==> src/rtl/fibo_encode_scheduler.sv <==
`timescale 1ns/1ps
// Purpose : round-robin arbiter sharing one Fibonacci encoder among NREQ requesters.
// Latency : grant -> rsp_valid = EN_CYCLES + encoder conversion time + 1 cycles.
// Backpr. : one job in flight; rsp_* held while rsp_valid && !rsp_ready, no grants until handoff.
//
// Ports
//   clk, rst                  clock, asynchronous active-high reset
//   req_valid/req_data        per-requester valid and W-bit word (requester i at [i*W +: W])
//   req_ready                 one-hot single-cycle accept strobe
//   rsp_valid/rsp_ready       result handshake; rsp_id, rsp_data (0 on error), rsp_err (timeout)
//   enc_en_encode/_input_binary   encoder launch controls (this block is their only driver)
//   enc_convert_done/_fibonacci_random  encoder completion level and result
//   busy                      high whenever the scheduler is not idle
module fibo_encode_scheduler #(
    parameter int NREQ      = 4,
    parameter int IDW       = 2,
    parameter int W         = 16,
    parameter int EN_CYCLES = 2,
    parameter int TIMEOUT   = 1023
) (
    input  logic              clk,
    input  logic              rst,
    input  logic [NREQ-1:0]   req_valid,
    input  logic [NREQ*W-1:0] req_data,
    output logic [NREQ-1:0]   req_ready,
    output logic              rsp_valid,
    input  logic              rsp_ready,
    output logic [IDW-1:0]    rsp_id,
    output logic [W-1:0]      rsp_data,
    output logic              rsp_err,
    output logic              enc_en_encode,
    output logic [W-1:0]      enc_input_binary,
    input  logic              enc_convert_done,
    input  logic [W-1:0]      enc_fibonacci_random,
    output logic              busy
);

    localparam int TW = $clog2(TIMEOUT + 1);
    localparam int LW = (EN_CYCLES > 1) ? $clog2(EN_CYCLES) : 1;

    typedef enum logic [1:0] {
        ST_IDLE   = 2'd0,
        ST_LAUNCH = 2'd1,
        ST_WAIT   = 2'd2,
        ST_RESULT = 2'd3
    } state_t;

    state_t            state_q, state_d;
    logic [NREQ-1:0]   req_ready_q, req_ready_d;
    logic              rsp_valid_q, rsp_valid_d;
    logic [IDW-1:0]    rsp_id_q, rsp_id_d;
    logic [W-1:0]      rsp_data_q, rsp_data_d;
    logic              rsp_err_q, rsp_err_d;
    logic              en_q, en_d;
    logic [W-1:0]      in_bin_q, in_bin_d;
    logic [IDW-1:0]    rr_ptr_q, rr_ptr_d;
    logic [IDW-1:0]    cur_id_q, cur_id_d;
    logic [TW-1:0]     tcnt_q, tcnt_d;
    logic [LW-1:0]     lcnt_q, lcnt_d;
    logic              done_q, done_d;

    // Arbitration results
    logic              any_vld;
    logic [IDW-1:0]    gnt_idx;
    logic [IDW:0]      cand;
    logic [W-1:0]      sel_data;

    // Only a rising edge counts: a level left high by an earlier job is ignored.
    logic              done_edge;
    logic              launch_last;
    logic              timeout_hit;

    assign done_edge   = enc_convert_done && !done_q;
    assign launch_last = (lcnt_q == LW'(EN_CYCLES - 1));
    assign timeout_hit = (tcnt_q == TW'(TIMEOUT - 1));

    // Cyclic search from rr_ptr. Iterating from the far end downward lets the
    // nearest candidate overwrite the others, so no "found" flag is needed.
    always_comb begin
        any_vld = 1'b0;
        gnt_idx = '0;
        cand    = '0;
        for (int k = NREQ - 1; k >= 0; k--) begin
            cand = {1'b0, rr_ptr_q} + (IDW+1)'(k);
            if (cand >= (IDW+1)'(NREQ)) begin
                cand = cand - (IDW+1)'(NREQ);
            end
            if (req_valid[cand[IDW-1:0]]) begin
                any_vld = 1'b1;
                gnt_idx = cand[IDW-1:0];
            end
        end
    end

    always_comb begin
        sel_data = '0;
        for (int i = 0; i < NREQ; i++) begin
            if (gnt_idx == IDW'(i)) begin
                sel_data = req_data[i*W +: W];
            end
        end
    end

    // State register (also holds all datapath flops)
    always_ff @(posedge clk or posedge rst) begin
        if (rst) begin
            state_q     <= ST_IDLE;
            req_ready_q <= '0;
            rsp_valid_q <= 1'b0;
            rsp_id_q    <= '0;
            rsp_data_q  <= '0;
            rsp_err_q   <= 1'b0;
            en_q        <= 1'b0;
            in_bin_q    <= '0;
            rr_ptr_q    <= '0;
            cur_id_q    <= '0;
            tcnt_q      <= '0;
            lcnt_q      <= '0;
            done_q      <= 1'b0;
        end else begin
            state_q     <= state_d;
            req_ready_q <= req_ready_d;
            rsp_valid_q <= rsp_valid_d;
            rsp_id_q    <= rsp_id_d;
            rsp_data_q  <= rsp_data_d;
            rsp_err_q   <= rsp_err_d;
            en_q        <= en_d;
            in_bin_q    <= in_bin_d;
            rr_ptr_q    <= rr_ptr_d;
            cur_id_q    <= cur_id_d;
            tcnt_q      <= tcnt_d;
            lcnt_q      <= lcnt_d;
            done_q      <= done_d;
        end
    end

    // Next-state logic
    always_comb begin
        state_d = state_q;
        case (state_q)
            ST_IDLE:   if (any_vld)                    state_d = ST_LAUNCH;
            ST_LAUNCH: if (launch_last)                state_d = ST_WAIT;
            ST_WAIT:   if (done_edge || timeout_hit)   state_d = ST_RESULT;
            ST_RESULT: if (rsp_ready)                  state_d = ST_IDLE;
            default:                                   state_d = ST_IDLE;
        endcase
    end

    // Output / datapath logic
    always_comb begin
        req_ready_d = '0;
        rsp_valid_d = rsp_valid_q;
        rsp_id_d    = rsp_id_q;
        rsp_data_d  = rsp_data_q;
        rsp_err_d   = rsp_err_q;
        en_d        = en_q;
        in_bin_d    = in_bin_q;
        rr_ptr_d    = rr_ptr_q;
        cur_id_d    = cur_id_q;
        tcnt_d      = tcnt_q;
        lcnt_d      = lcnt_q;
        done_d      = enc_convert_done;

        case (state_q)
            ST_IDLE: begin
                if (any_vld) begin
                    req_ready_d = {{(NREQ-1){1'b0}}, 1'b1} << gnt_idx;
                    in_bin_d    = sel_data;
                    cur_id_d    = gnt_idx;
                    rr_ptr_d    = (gnt_idx == IDW'(NREQ - 1)) ? '0 : gnt_idx + IDW'(1);
                    // en rises together with the LAUNCH state so it is high for
                    // exactly the EN_CYCLES cycles spent there.
                    en_d        = 1'b1;
                    lcnt_d      = '0;
                end
            end
            ST_LAUNCH: begin
                if (launch_last) begin
                    en_d   = 1'b0;
                    tcnt_d = '0;
                end else begin
                    lcnt_d = lcnt_q + LW'(1);
                end
            end
            ST_WAIT: begin
                // Completion wins over a simultaneous timeout.
                if (done_edge) begin
                    rsp_valid_d = 1'b1;
                    rsp_id_d    = cur_id_q;
                    rsp_data_d  = enc_fibonacci_random;
                    rsp_err_d   = 1'b0;
                end else if (timeout_hit) begin
                    rsp_valid_d = 1'b1;
                    rsp_id_d    = cur_id_q;
                    rsp_data_d  = '0;
                    rsp_err_d   = 1'b1;
                end else begin
                    tcnt_d = tcnt_q + TW'(1);
                end
            end
            ST_RESULT: begin
                if (rsp_ready) begin
                    rsp_valid_d = 1'b0;
                end
            end
            default: begin
                rsp_valid_d = 1'b0;
                en_d        = 1'b0;
            end
        endcase
    end

    assign req_ready        = req_ready_q;
    assign rsp_valid        = rsp_valid_q;
    assign rsp_id           = rsp_id_q;
    assign rsp_data         = rsp_data_q;
    assign rsp_err          = rsp_err_q;
    assign enc_en_encode    = en_q;
    assign enc_input_binary = in_bin_q;
    assign busy             = (state_q != ST_IDLE);

endmodule

==> config.mk <==
export PLATFORM = sky130hd
export DESIGN_NAME = fibo_encode_scheduler
export DESIGN_NICKNAME = d
export VERILOG_FILES = /design/src/rtl/fibo_encode_scheduler.sv
export SDC_FILE = /design/constraint.sdc
export NUM_CORES = 1
export LEC_CHECK = 0
export ABC_CLOCK_PERIOD_IN_PS = 2850
export CAP_MARGIN = 25
export CORE_MARGIN = 1
export CORE_UTILIZATION = 43
export DETAILED_ROUTE_END_ITERATION = 10
export GPL_ROUTABILITY_DRIVEN = 0
export PLACE_DENSITY = 0.88
export SLEW_MARGIN = 10
export SYNTH_ARGS = -nofsm -noshare
export SYNTH_HDL_FRONTEND = slang
export SYNTH_SLANG_ARGS = --single-unit
==> constraint.sdc <==
create_clock -name clk -period 2.85 [get_ports clk]
set_input_delay 0.7125 -clock clk [delete_from_list [all_inputs] [get_ports clk]]
set_output_delay 0.7125 -clock clk [all_outputs]
set_load 0.005 [all_outputs]
==> results <==
## metal layers
layer | GRT usage [%] | vias up | part of all wire, %
met4 | 10.28 | 0 | 1.5
li1 | - | 1480 | -
met5 | 0 | - | 0
met3 | 6.161 | 10 | 7.5
met1 | 26.84 | 1460 | 40
met2 | 40.91 | 133 | 51
## path summary, 6_finish.rpt
path / slack, ps / end / depth (start not counted)
worst min register to register: 500 / rsp_id[0]$_DFFE_PP0P_ / 1
min in group asynchronous: 700 / rsp_data[14]$_DFFE_PP0P_ / 2
worst max-delay path: 300 / enc_input_binary[5]$_DFFE_PP0P_ / 12
worst min-delay path: 500 / rsp_id[0]$_DFFE_PP0P_ / 1
worst max register to register: 580 / tcnt_q[9]$_DFFE_PP0P_ / 6
max in group asynchronous: 1580 / tcnt_q[0]$_DFFE_PP0P_ / 3
## kinds of logic (layout without fill, tap and decap cells)
family                   after synthesis  after routing  share of synthesized area (%)
AO/OA/AOI/OAI                        128            128                          26.56
AND/OR/NAND/NOR                       81             81                          12.36
flip-flops                            59             59                          47.20
buffers and inverters                 52            190                          6.800
adder cells (fa/ha/maj)               10             10                          4.000
multiplexers                           9              9                          3.080
## metrics by stage
| stage | cell area, µm² | hold WS (ps) | setup slack, ps | power, W | setup TNS, ps |
|---|---|---|---|---|---|
| after detailed placement | 4621 | 481.6 | -46.24 | 0.003648 | -92.11 |
| after floorplan | 3128 | 451.2 | 423.1 | 0.002583 | 0 |
| after CTS | 4847 | 504.3 | 306.7 | 0.004547 | 0 |
| after global placement | 4621 | 473.7 | 80.49 | 0.003541 | 0 |
| final | 4847 | 495.3 | 302.9 | 0.004511 | 0 |
| after global routing | 4847 | 509.7 | 165.7 | 0.004833 | 0 |
## registers in the layout (all words and copies together) (netlist names), 2 cells and up
register,cells
cur_id_q,2
enc_input_binary,16
req_ready,4
rr_ptr_q,2
rsp_data,16
rsp_id,2
state_q,2
tcnt_q,10
## power breakdown
group          switching, W  total [W]  internal [W]
combinational       0.00101    0.00222       0.00121
clock              0.000339   0.000874      0.000535
sequential         0.000229    0.00141       0.00118
total               0.00158    0.00451       0.00293
## synth_stat cells, types with 2 or more instances
cell and number:
ha_1 10, o31ai_1 6, nor4_1 2, nor2_1 28
a22o_1 17, and2_1 4, a22oi_1 13, o31ai_2 2
nand3_1 6, a211o_1 4, and3_1 2, a31oi_1 5
mux2_1 2, mux2i_1 4, mux2_2 3, o21ai_1 2
buf_6 2, inv_1 29, clkbuf_1 19, nor2b_1 2
nand2_1 23, nor3_1 4, a221oi_1 4, nand4_1 2
o21ai_0 21, o41ai_1 2, dfrtp_1 59, a21oi_1 45
o21a_1 2
## area by class of cell
cell class | instances | area [µm²]
well taps | 96 | 120.1
multi-input cells | 228 | 1441
inverters | 29 | 108.9
clock buffers | 11 | 151.4
flip-flops and latches | 59 | 1476
fillers | 569 | 2059
clock inverters | 5 | 75.07
repair buffers | 145 | 1474
==> results.yml <==
drt:
  drt_pre_antenna_iters: 4
  wirelength_mm: 8.623
  wl_per_cell_um: 15.05
  vias_per_cell: 5.380
  ant_nets: 0
  vias: 3083
  drt_iter0_markers: 62
  drcViolationCount: 0
status:
  outcome: "complete, no violations"
clock_network:
  cts_buffer_depth: 2
  clock_latency_ps: 340
  cts.clk_slew.worst_paths_ps: 70
  cts_setup_buffers: 0
  cts-resized-gates: 0
  hold_buffers: 0
  cts.sinks: 59
  htreeDepth: 3
  cts_tree: "yes"
  cts_made_buffers: 9
  root_buffer: "clkbuf_8"
grt:
  gr-total-overflow: 0
  grt_pass1_wl_mm: 13.58
  grt_use_total_pct: 23.40
  grt_max_degree: 41
  antenna_found_initial: 0
  grt_pass1_vias: 2999
timing:
  skew_ps: 8.063
  rsz0062_at_grt: "no"
  period_minus_slack_ps: 2547
  relSlewSlack_pct: 68.64
  max_freq_mhz: 392.6
  report.final.slew_viol_count: 0
  setup_viol: 0
  finalHoldViolCount: 0
  finalCritPeriodShare_pct: 89.37
  tightest_slew_ps: 469.7
critical_path:
  crit_chain: "clkdlybuf4s50_1 > a21oi_1 > o21a_1 > o22ai_1 > buf_4 > inv_1 > ha_1 > buf_12 > a21oi_1 > o21ai_0 > a22oi_1 > a21oi_1"
  r2r-start: "state_q[0]$_DFFE_PP0P_"
  path_buf_inv: 4
  crit_type: "in -> reg"
  cp_max_fo: 33
  cp-startpoint: "req_valid[0]"
  critPathTopFamily: "compound AO/OA/AOI/OAI gates"
  end_kind: "register"
  path_common_cell: "a21oi_1"
  startpoint_type: "input pin"
  critPathSlowestCell: "clkdlybuf4s50_1"
  required_ps: 3060
  arrival_ps: 2760
  cpPeakStageDelay_ps: 530
floorplanning:
  die-area_um2: 7620
  die_h_um: 87.29
  pin_count: 130
  fp.coreArea_um2: 6907
  die_w_um: 87.29
  fp-row-count: 30
  initial_utilization_pct: 45.29
finish:
  stdcell_count: 573
  finalNetCount: 570
  fin_util_pct: 70.18
  layout_commonest_cell: "clkdlybuf4s50_1"
  final_cell_mix: "clkdlybuf4s50_1, dfrtp_1, a21oi_1"
  drive_gt1_share_pct: 8.805
  area_growth_pct: 54.96
  antenna_cells: 0
yosys:
  synth_ff_type: "dfrtp_1"
  synth_nets: 437
  async_reset_ff_share_pct: 100.0
  synth_edf_count: 0
  ys_types: 44
  ys_seq_area_share_pct: 47.20
  synth_area_leaders: "dfrtp_1, a21oi_1, a22o_1, ha_1, inv_1"
  syn_inst: 339
  synth.largest_area_cell: "dfrtp_1"
  syn_area_um2: 3128
  ys_warn_count: 0
  synth_top_area_share_pct: 47.20
  yosys_register_bits: 59
  avgSynthCellArea_um2: 9.227
power_and_ir_drop:
  power_density_nw_per_um2: 930.7
  ir_drop_mv: 0.4058
  p_leak_nw: 2.103
placement:
  placed_cells: 557
  place_hpwl_mm: 6.285
  io_buffer_count: 129
run:
  max-cap-violations: 0
min_path:
  hp-start: "cur_id_q[0]$_DFFE_PP0P_"
  holdCritPathClass: "reg -> reg"
Note: power is estimated with default switching activity, not from simulation.
